<file path="src/rtl/sfp_tx_send_scheduler.sv">
// sfp_tx_send_scheduler
//  Periodic round-robin scheduler for the two send_packet controllers that
//  feed the TSE MACs. Every PERIOD cycles of good link it latches the channel
//  enables, then serves each enabled channel in turn: a CMD_PULSE-long
//  cmd_send pulse with the shared RAM start address, then a bounded wait for
//  that channel's busy to drop. Link loss aborts the round at once.
//  Optional build macro SCHED_STATS_EN adds per-channel completed-send
//  counters (send_cnt_1_o / send_cnt_2_o).
module sfp_tx_send_scheduler #(
    parameter int unsigned       PERIOD     = 32'h05F5E100,
    parameter int unsigned       CMD_PULSE  = 3,
    parameter int unsigned       TIMEOUT    = 1_000_000,
    parameter int unsigned       ADDR_W     = 25,
    parameter logic [ADDR_W-1:0] START_ADDR = ADDR_W'(1)
) (
    input  logic              clk_50_pll,
    input  logic              main_reset,
    input  logic              link_ok_i,
    input  logic [1:0]        ch_en_i,
    input  logic [1:0]        busy_i,
    output logic [ADDR_W-1:0] start_ram_addr_o,
    output logic [1:0]        cmd_send_o,
    output logic              active_ch_o,
    output logic              round_done_o,
    output logic [1:0]        timeout_o
`ifdef SCHED_STATS_EN
    ,
    output logic [15:0]       send_cnt_1_o,
    output logic [15:0]       send_cnt_2_o
`endif
);

    localparam int PW = (CMD_PULSE > 1) ? $clog2(CMD_PULSE) : 1;
    localparam int WW = (TIMEOUT > 1) ? $clog2(TIMEOUT) : 1;
    localparam logic [31:0]   TIMER_LAST = 32'(PERIOD - 1);
    localparam logic [PW-1:0] PULSE_LAST = PW'(CMD_PULSE - 1);
    localparam logic [WW-1:0] WAIT_LAST  = WW'(TIMEOUT - 1);

    typedef enum logic [1:0] {
        WAIT_PERIOD,
        ISSUE,
        WAIT_DONE,
        NEXT
    } state_t;

    state_t              state_q;
    logic [31:0]         timer_q;
    logic                link_seen_q;   // link_ok_i from the previous cycle
    logic [1:0]          mask_q;        // enabled channels not yet served this round
    logic                ch_q;
    logic [PW-1:0]       pulse_q;
    logic [WW-1:0]       wait_q;
    logic [1:0]          cmd_q;
    logic [ADDR_W-1:0]   addr_q;
    logic                round_done_q;
    logic [1:0]          timeout_q;

    logic [31:0]         timer_d;
    logic [1:0]          issue_src_d;
    logic                issue_ch_d;
    logic [1:0]          issue_rest_d;

    // Period timer next value and selection of the next channel to command.
    // The timer only starts counting once link has been seen high for a full
    // cycle, so the first command lands PERIOD+1 cycles after link-up while a
    // back-to-back round lands PERIOD cycles after round_done.
    always_comb begin
        timer_d      = link_seen_q ? timer_q + 32'd1 : 32'd0;
        issue_src_d  = (state_q == WAIT_PERIOD) ? ch_en_i : mask_q;
        issue_ch_d   = ~issue_src_d[0];
        issue_rest_d = issue_src_d;
        issue_rest_d[issue_ch_d] = 1'b0;
    end

    // Scheduler FSM with all outputs registered; link loss overrides every state.
    always_ff @(posedge clk_50_pll or posedge main_reset) begin
        if (main_reset) begin
            state_q      <= WAIT_PERIOD;
            timer_q      <= '0;
            link_seen_q  <= 1'b0;
            mask_q       <= '0;
            ch_q         <= 1'b0;
            pulse_q      <= '0;
            wait_q       <= '0;
            cmd_q        <= '0;
            addr_q       <= '0;
            round_done_q <= 1'b0;
            timeout_q    <= '0;
        end else begin
            link_seen_q  <= link_ok_i;
            round_done_q <= 1'b0;
            if (!link_ok_i) begin
                state_q <= WAIT_PERIOD;
                timer_q <= '0;
                cmd_q   <= '0;
                pulse_q <= '0;
                wait_q  <= '0;
            end else begin
                case (state_q)
                    WAIT_PERIOD: begin
                        if (timer_q == TIMER_LAST) begin
                            timer_q <= '0;
                            mask_q  <= ch_en_i;
                            if (ch_en_i != 2'b00) begin
                                state_q            <= ISSUE;
                                ch_q               <= issue_ch_d;
                                mask_q             <= issue_rest_d;
                                cmd_q              <= '0;
                                cmd_q[issue_ch_d]  <= 1'b1;
                                addr_q             <= START_ADDR;
                                pulse_q            <= '0;
                            end
                        end else begin
                            timer_q <= timer_d;
                        end
                    end
                    ISSUE: begin
                        if (pulse_q == PULSE_LAST) begin
                            cmd_q   <= '0;
                            wait_q  <= '0;
                            state_q <= WAIT_DONE;
                        end else begin
                            pulse_q <= pulse_q + PW'(1);
                        end
                    end
                    WAIT_DONE: begin
                        if (!busy_i[ch_q]) begin
                            state_q <= NEXT;
                        end else if (wait_q == WAIT_LAST) begin
                            timeout_q[ch_q] <= 1'b1;
                            state_q         <= NEXT;
                        end else begin
                            wait_q <= wait_q + WW'(1);
                        end
                    end
                    NEXT: begin
                        if (mask_q != 2'b00) begin
                            state_q            <= ISSUE;
                            ch_q               <= issue_ch_d;
                            mask_q             <= issue_rest_d;
                            cmd_q              <= '0;
                            cmd_q[issue_ch_d]  <= 1'b1;
                            addr_q             <= START_ADDR;
                            pulse_q            <= '0;
                        end else begin
                            round_done_q <= 1'b1;
                            timer_q      <= '0;
                            state_q      <= WAIT_PERIOD;
                        end
                    end
                    default: begin
                        state_q <= WAIT_PERIOD;
                        timer_q <= '0;
                        cmd_q   <= '0;
                    end
                endcase
            end
        end
    end

    assign start_ram_addr_o = addr_q;
    assign cmd_send_o       = cmd_q;
    assign active_ch_o      = ch_q;
    assign round_done_o     = round_done_q;
    assign timeout_o        = timeout_q;

`ifdef SCHED_STATS_EN
    // A send counts as completed when busy drops inside the wait window.
    logic send_ok_d;
    assign send_ok_d = link_ok_i && (state_q == WAIT_DONE) && !busy_i[ch_q];

    genvar gi;
    generate
        for (gi = 0; gi < 2; gi++) begin : g_stats
            logic [15:0] send_cnt_q;
            // Saturating per-channel completed-send counter.
            always_ff @(posedge clk_50_pll or posedge main_reset) begin
                if (main_reset) begin
                    send_cnt_q <= '0;
                end else if (send_ok_d && (ch_q == 1'(gi)) && (send_cnt_q != 16'hFFFF)) begin
                    send_cnt_q <= send_cnt_q + 16'd1;
                end
            end
        end
    endgenerate

    assign send_cnt_1_o = g_stats[0].send_cnt_q;
    assign send_cnt_2_o = g_stats[1].send_cnt_q;
`else
    // Statistics counters are not built in this configuration.
`endif

endmodule
</file>
<file path="config.mk">
export PLATFORM = sky130hd
export DESIGN_NAME = sfp_tx_send_scheduler
export DESIGN_NICKNAME = d
export VERILOG_FILES = /design/src/rtl/sfp_tx_send_scheduler.sv
export SDC_FILE = /design/constraint.sdc
export NUM_CORES = 1
export LEC_CHECK = 0
export BUFFER_PORTS_ARGS = -buffer_cell sky130_fd_sc_hd__buf_2
export CORE_MARGIN = 4
export CORE_UTILIZATION = 45
export DETAILED_ROUTE_END_ITERATION = 10
export PLACE_DENSITY = 0.62
export SLEW_MARGIN = 25
export SYNTH_ARGS = -nofsm -noshare
export SYNTH_HDL_FRONTEND = slang
export SYNTH_SLANG_ARGS = --single-unit
</file>
<file path="constraint.sdc">
create_clock -name clk_50_pll -period 2.6 [get_ports clk_50_pll]
set_clock_uncertainty 0.15 [all_clocks]
set_input_delay 0.26 -clock clk_50_pll [delete_from_list [all_inputs] [get_ports clk_50_pll]]
set_output_delay 0.26 -clock clk_50_pll [all_outputs]
set_load 0.1 [all_outputs]
</file>
==> results of run 1 <==
==> critical path: cells and delay by family (launching register included) <==
kind	cells	cell delay (ns)
AOI/OAI and AO/OA	1	0.27
muxes	1	0.35
and+or+nand+nor	3	1.14
DFF	1	0.41
==> flip-flops by register name (all words and copies together), names as in the netlist <==
name	cells
timer_q	32
timeout_o	2
round_done_o	1
state_q	2
active_ch_o	1
cmd_send_o	2
wait_q	20
mask_q	2
pulse_q	2
link_seen_q	1
start_ram_addr_o	1
==> cells by family after synthesis <==
| family | count (synthesis) | share of synthesized area |
|---|---|---|
| AOI/OAI and AO/OA | 76 | 0.1250 |
| xor gates and xnor gates | 26 | 0.05629 |
| adders and majority gates | 8 | 0.02475 |
| buffers and inverters | 67 | 0.08629 |
| DFF | 66 | 0.4083 |
| muxes | 7 | 0.01825 |
| other | 1 | 0.0009270 |
| and+or+nand+nor | 215 | 0.2802 |
==> metrics by stage <==
stage | worst slack [ns] | utilization | instance area [um^2]
after global placement | 0.1334 | 0.4933 | 4302
after detailed placement | 0.08555 | 0.4933 | 4302
after floorplan | 0.1523 | - | 4131
final | 0.1689 | 0.5199 | 4534
after global routing | 0.05583 | 0.5199 | 4534
after CTS | 0.09134 | 0.5185 | 4522
==> path summary, 6_finish.rpt <==
path,slack (ns),end,startpoint
worst max-delay path,0.17,active_ch_o$_DFFE_PP0P_,timer_q[11]$_DFFE_PP0P_
worst min-delay path,0.07,link_seen_q$_DFF_PP0_,link_ok_i
worst max register to register,0.17,active_ch_o$_DFFE_PP0P_,timer_q[11]$_DFFE_PP0P_
worst min register to register,0.31,timeout_o[1]$_DFFE_PP0P_,timeout_o[1]$_DFFE_PP0P_
max in group asynchronous,1.27,mask_q[1]$_DFFE_PP0P_,main_reset
min in group asynchronous,0.39,wait_q[18]$_DFFE_PP0P_,main_reset
==> final cells by class <==
cell class | instances | area, um^2
fill | 823 | 4187
multi-input combinational | 356 | 2153
sequential | 66 | 1652
timing repair buffer | 43 | 305.3
tap | 108 | 135.1
clock buffer | 11 | 131.4
clock inverter | 5 | 78.83
inverter | 21 | 78.83
==> routing by layer <==
layer  global-route usage  up-vias
met1               0.2581     1719
met5                    0        -
li1                     -     1690
met2               0.3297       81
met3              0.03857       10
met4              0.04980        0
==> cell usage after synthesis (all sizes together), types with 6 or more instances <==
cell,n
nand2,32
nor3,13
a21oi,15
inv,21
dfrtp,66
o211ai,8
and3,8
nand4,24
or4,7
clkbuf,16
ha,8
o21ai,21
buf,30
o31ai,6
nor4,7
nor2,51
nand3,37
xor2,21
==> what timing repair did <==
item / 4_1_cts / 5_1_grt
hold buffers: 1 / 0
setup endpoints to repair: 0 / 3
endpoints found under the hold margin: 25 / 0
resized for setup: 0 / 3
==> where the power goes <==
group / switching (mW) / internal, mW / leakage, nW / total [mW]
Combinational: 0.231 / 0.0282 / 0.921 / 0.259
Sequential: 0.00349 / 1.03 / 0.912 / 1.03
Clock: 0.410 / 0.540 / 0.107 / 0.950
Total: 0.645 / 1.60 / 1.94 / 2.24
==> flow_metrics.py, run 1 <==
metrics = {
    "outcome": {
        "status": "finished, final reports clean",
    },
    "layout": {
        "layout_commonest_cell": "dfrtp_1",
        "syn_to_final_growth_pct": 12.09,
        "drive_above_1_share": 0.1394,
        "fin_cells": 610,
        "n_antenna_cell": 0,
        "layout_common_cells": "66 x dfrtp_1, 51 x nor2_1, 37 x nand3_1",
        "finalNetCount": 512,
    },
    "logic_synthesis": {
        "yosysSeqAreaShare": 0.4083,
        "yosysWarnings": 0,
        "synth.distinct_cells": 56,
        "yosys.area.top_type": "dfrtp_1",
        "synth-edff-count": 0,
        "synth_cells": 466,
        "yosys_most_used_dff": "dfrtp_1",
        "avgSynthCellArea_um2": 8.681,
        "synth_top_area_frac": 0.4083,
        "synth_seq_cells": 66,
        "yosys-top-cells-area": "dfrtp_1 41%, nor2_1 4.7%, nand3_1 4.6%",
        "synth_area_um2": 4045,
        "synthArstFlopShare": 1.000,
    },
    "route": {
        "num_vias": 3500,
        "ant_nets": 0,
        "via_per_inst": 5.738,
        "drc": 0,
        "wl_met1_um": 4455,
        "drtIter0Drc": 201,
        "totalWireLength_um": 9508,
        "drt_pre_antenna_iters": 4,
        "highest_layer": "met4",
        "avgRoutedWirePerCell_um": 15.59,
        "met2_length_um": 4556,
        "wl_met3_um": 382,
    },
    "placement": {
        "place.gp.congestion": 0.8648,
        "placedCellCount": 593,
        "port_buffers": 13,
        "place_hpwl_um": 6655,
    },
    "global_routing": {
        "grt_max_degree": 42,
        "antenna_found_initial": 0,
        "first_global_vias": 3359,
        "global_route.overflow_total": 0,
        "grt_pass1_wl_um": 16360,
        "grt.total_usage": 0.1952,
    },
    "clocking": {
        "path_clk_slew_ns": 0.08,
        "cts.sinks": 66,
        "clk_latency_ns": 0.34,
        "cts_buffers": 9,
        "cts_root_buf": "clkbuf_8",
        "post_cts_buffers": 0,
        "cts_tree": "built",
        "cts-htree-levels": 3,
        "clockBufferDepth": 2,
    },
    "setup_path": {
        "reg2reg_depth": 5,
        "worst_setup_path_start_kind": "register",
        "crit_fanout": 6,
        "cp.required_ns": 2.67,
        "endpoint_kind": "register",
        "critPathMaxStageDelay_ns": 0.54,
        "crit_type": "register to register",
        "crit_arrival_ns": 2.51,
        "critPathSlowestCell": "or4_4",
        "path_cells": "nand4bb_1 > or4_4 > or3_4 > o31ai_2 > mux2_1",
    },
    "sta": {
        "slew_viol_final": 0,
        "hold_viol": 0,
        "max_freq_ghz": 0.4113,
        "min_period_ns": 2.431,
        "setup_viol": 0,
        "rsz0062_at_grt": "no",
        "post-route-period-util": 0.9350,
        "tns_ns": 0,
        "worst_slew_pin_slew_ns": 0.6180,
        "max_slew_margin": 0.5874,
        "whs_ns": 0.07379,
    },
    "worst_hold_path": {
        "holdPathStages": 1,
        "hp-class": "primary input to register",
    },
    "power": {
        "leakage_nw": 1.940,
        "vdd_drop_max_mv": 0.3128,
        "p_per_area_nw_per_um2": 494.7,
        "p_total_mw": 2.243,
    },
    "floorplanning": {
        "io_pins": 38,
        "dieWidth_um": 102.8,
        "std_cell_rows": 34,
        "core_area_um2": 8721,
        "die_y_um": 102.8,
        "dieArea_um2": 10570,
        "initial_core_util": 0.4638,
    },
    "job": {
        "cap_violations": 0,
    },
}
Power figures use the tool's default switching activity.
==> run 2: changes to the inputs <==
- CORE_MARGIN: 4 -> 3
- CORE_UTILIZATION: 45 -> 50
- PLACE_DENSITY: 0.62 -> 0.68
==> run 2 against run 1 <==
Compared with the run above:
- sequential power barely moved
- routed wire length is 3.1% lower
- first-iteration DRC count rose by 6.0%
- critical endpoint is now wait_q[9]$_DFFE_PP0P_
==> flow_metrics.py, run 2 (synthesis gave the netlist of run 1 again) <==
metrics = {
    "sta": {
        "min_period_ns": 2.515,
        "tns_ns": 0,
        "max_freq_ghz": 0.3976,
        "setup_viol": 0,
        "slew_viol_final": 0,
        "max_slew_margin": 0.5966,
        "worst_slew_pin_slew_ns": 0.5898,
        "rsz0062_at_grt": "no",
        "post-route-period-util": 0.9675,
        "hold_viol": 0,
    },
    "floorplanning": {
        "std_cell_rows": 32,
        "dieWidth_um": 95.95,
        "initial_core_util": 0.5181,
        "io_pins": 38,
        "die_y_um": 95.95,
        "core_area_um2": 7807,
        "dieArea_um2": 9205,
    },
    "clocking": {
        "clk_latency_ns": 0.35,
        "cts_tree": "built",
        "clockBufferDepth": 2,
        "path_clk_slew_ns": 0.08,
        "cts-htree-levels": 3,
        "cts_buffers": 9,
        "cts_root_buf": "clkbuf_8",
        "cts.sinks": 66,
    },
    "setup_path": {
        "endpoint_kind": "register",
        "cp.required_ns": 2.71,
        "crit_type": "register to register",
        "worst_setup_path_start_kind": "register",
        "crit_fanout": 16,
        "crit_arrival_ns": 2.63,
    },
    "layout": {
        "fin_util": 0.5837,
        "largest_reg_flops": 32,
        "fin_cells": 606,
        "drive_above_1_share": 0.1409,
        "finalNetCount": 514,
        "syn_to_final_growth_pct": 12.65,
        "layout_commonest_cell": "dfrtp_1",
        "fillers": 705,
        "layout_common_cells": "66 x dfrtp_1, 51 x nor2_1, 37 x nand3_1",
        "regArea_um2": 1652,
        "multi_input_area_um2": 2146,
        "n_antenna_cell": 0,
        "final_area_um2": 4557,
        "reg_top3": "timer_q: 32 flops, wait_q: 20 flops",
        "regMostFlops": "timer_q",
    },
    "power": {
        "p_total_mw": 2.270,
        "vdd_drop_max_mv": 0.2500,
        "leakage_nw": 1.948,
        "p_per_area_nw_per_um2": 498.0,
    },
    "route": {
        "num_vias": 3501,
        "avgRoutedWirePerCell_um": 15.20,
        "drtIter0Drc": 213,
        "ant_nets": 0,
        "drc": 0,
        "totalWireLength_um": 9210,
        "drt_pre_antenna_iters": 5,
        "via_per_inst": 5.777,
    },
    "placement": {
        "place_hpwl_um": 6332,
        "dpl_cell_area_um2": 4314,
        "place.gp.congestion": 0.8468,
        "placedCellCount": 588,
        "port_buffers": 13,
    },
    "global_routing": {
        "grt_pass1_wl_um": 15570,
        "grt_max_degree": 67,
        "antenna_found_initial": 0,
        "first_global_vias": 3217,
        "grt.total_usage": 0.2137,
        "global_route.overflow_total": 0,
    },
    "job": {
        "cap_violations": 0,
    },
    "outcome": {
        "status": "finished, final reports clean",
    },
    "worst_hold_path": {
        "hp-class": "primary input to register",
    },
}
==> run 2: stage by stage <==
stage	hold slack [ns]	setup slack, ns
final	0.1897	0.08461
after global routing	0.2068	0.003906
after CTS	0.1770	0.01852
after detailed placement	0.2185	0.03825
after global placement	0.2107	0.1190
after floorplan	0.1414	0.1523
==> run 2: critical path, cell delays in order, from the launching register on <==
cell	delay, ns
dfrtp_1	0.42
inv_1	0.11
ha_1	0.21
nor2b_1	0.15
nand3b_1	0.16
a21o_1	0.34
a2111oi_0	0.63
mux2i_1	0.27
==> run 2: final timing paths <==
check / startpoint / end / depth (start not counted) / slack [ns]
setup / recovery: state_q[1]$_DFFE_PP0P_ / wait_q[9]$_DFFE_PP0P_ / 7 / 0.08
setup reg to reg: state_q[1]$_DFFE_PP0P_ / wait_q[9]$_DFFE_PP0P_ / 7 / 0.08
hold reg to reg: timeout_o[1]$_DFFE_PP0P_ / timeout_o[1]$_DFFE_PP0P_ / 1 / 0.31
hold / removal: link_ok_i / cmd_send_o[0]$_DFFE_PP0P_ / 3 / 0.19
max in group asynchronous: main_reset / timer_q[8]$_DFFE_PP0P_ / 4 / 1.60
min in group asynchronous: main_reset / timer_q[12]$_DFFE_PP0P_ / 4 / 0.39
==> run 2: layout make-up <==
cell class | instances | share of cell area
multi-input cells | 356 | 0.4709
flip-flops and latches | 66 | 0.3624
repair buffers | 45 | 0.07304
clock buffers | 12 | 0.03185
well taps | 102 | 0.02801
inverters | 21 | 0.01730
clock inverters | 4 | 0.01647
==> run 2: what timing repair did <==
item                                   CTS  global route
setup endpoints to repair                0             2
hold buffers                             1             0
gates resized for setup                  0             1
buffers inserted                         0             1
endpoints found under the hold margin   66             0
==> run 2: power breakdown <==
group	switching [mW]	internal, mW	leakage [nW]
logic	0.230	0.0303	0.934
registers	0.00321	1.03	0.912
clock network	0.408	0.567	0.103
total	0.641	1.63	1.95
==> run 2: layer usage <==
| metal | track usage | part of all wire |
|---|---|---|
| met1 | 0.3009 | 0.48 |
| met2 | 0.3272 | 0.46 |
| met3 | 0.04457 | 0.048 |
| met4 | 0.07227 | 0.017 |
| met5 | 0 | 0 |
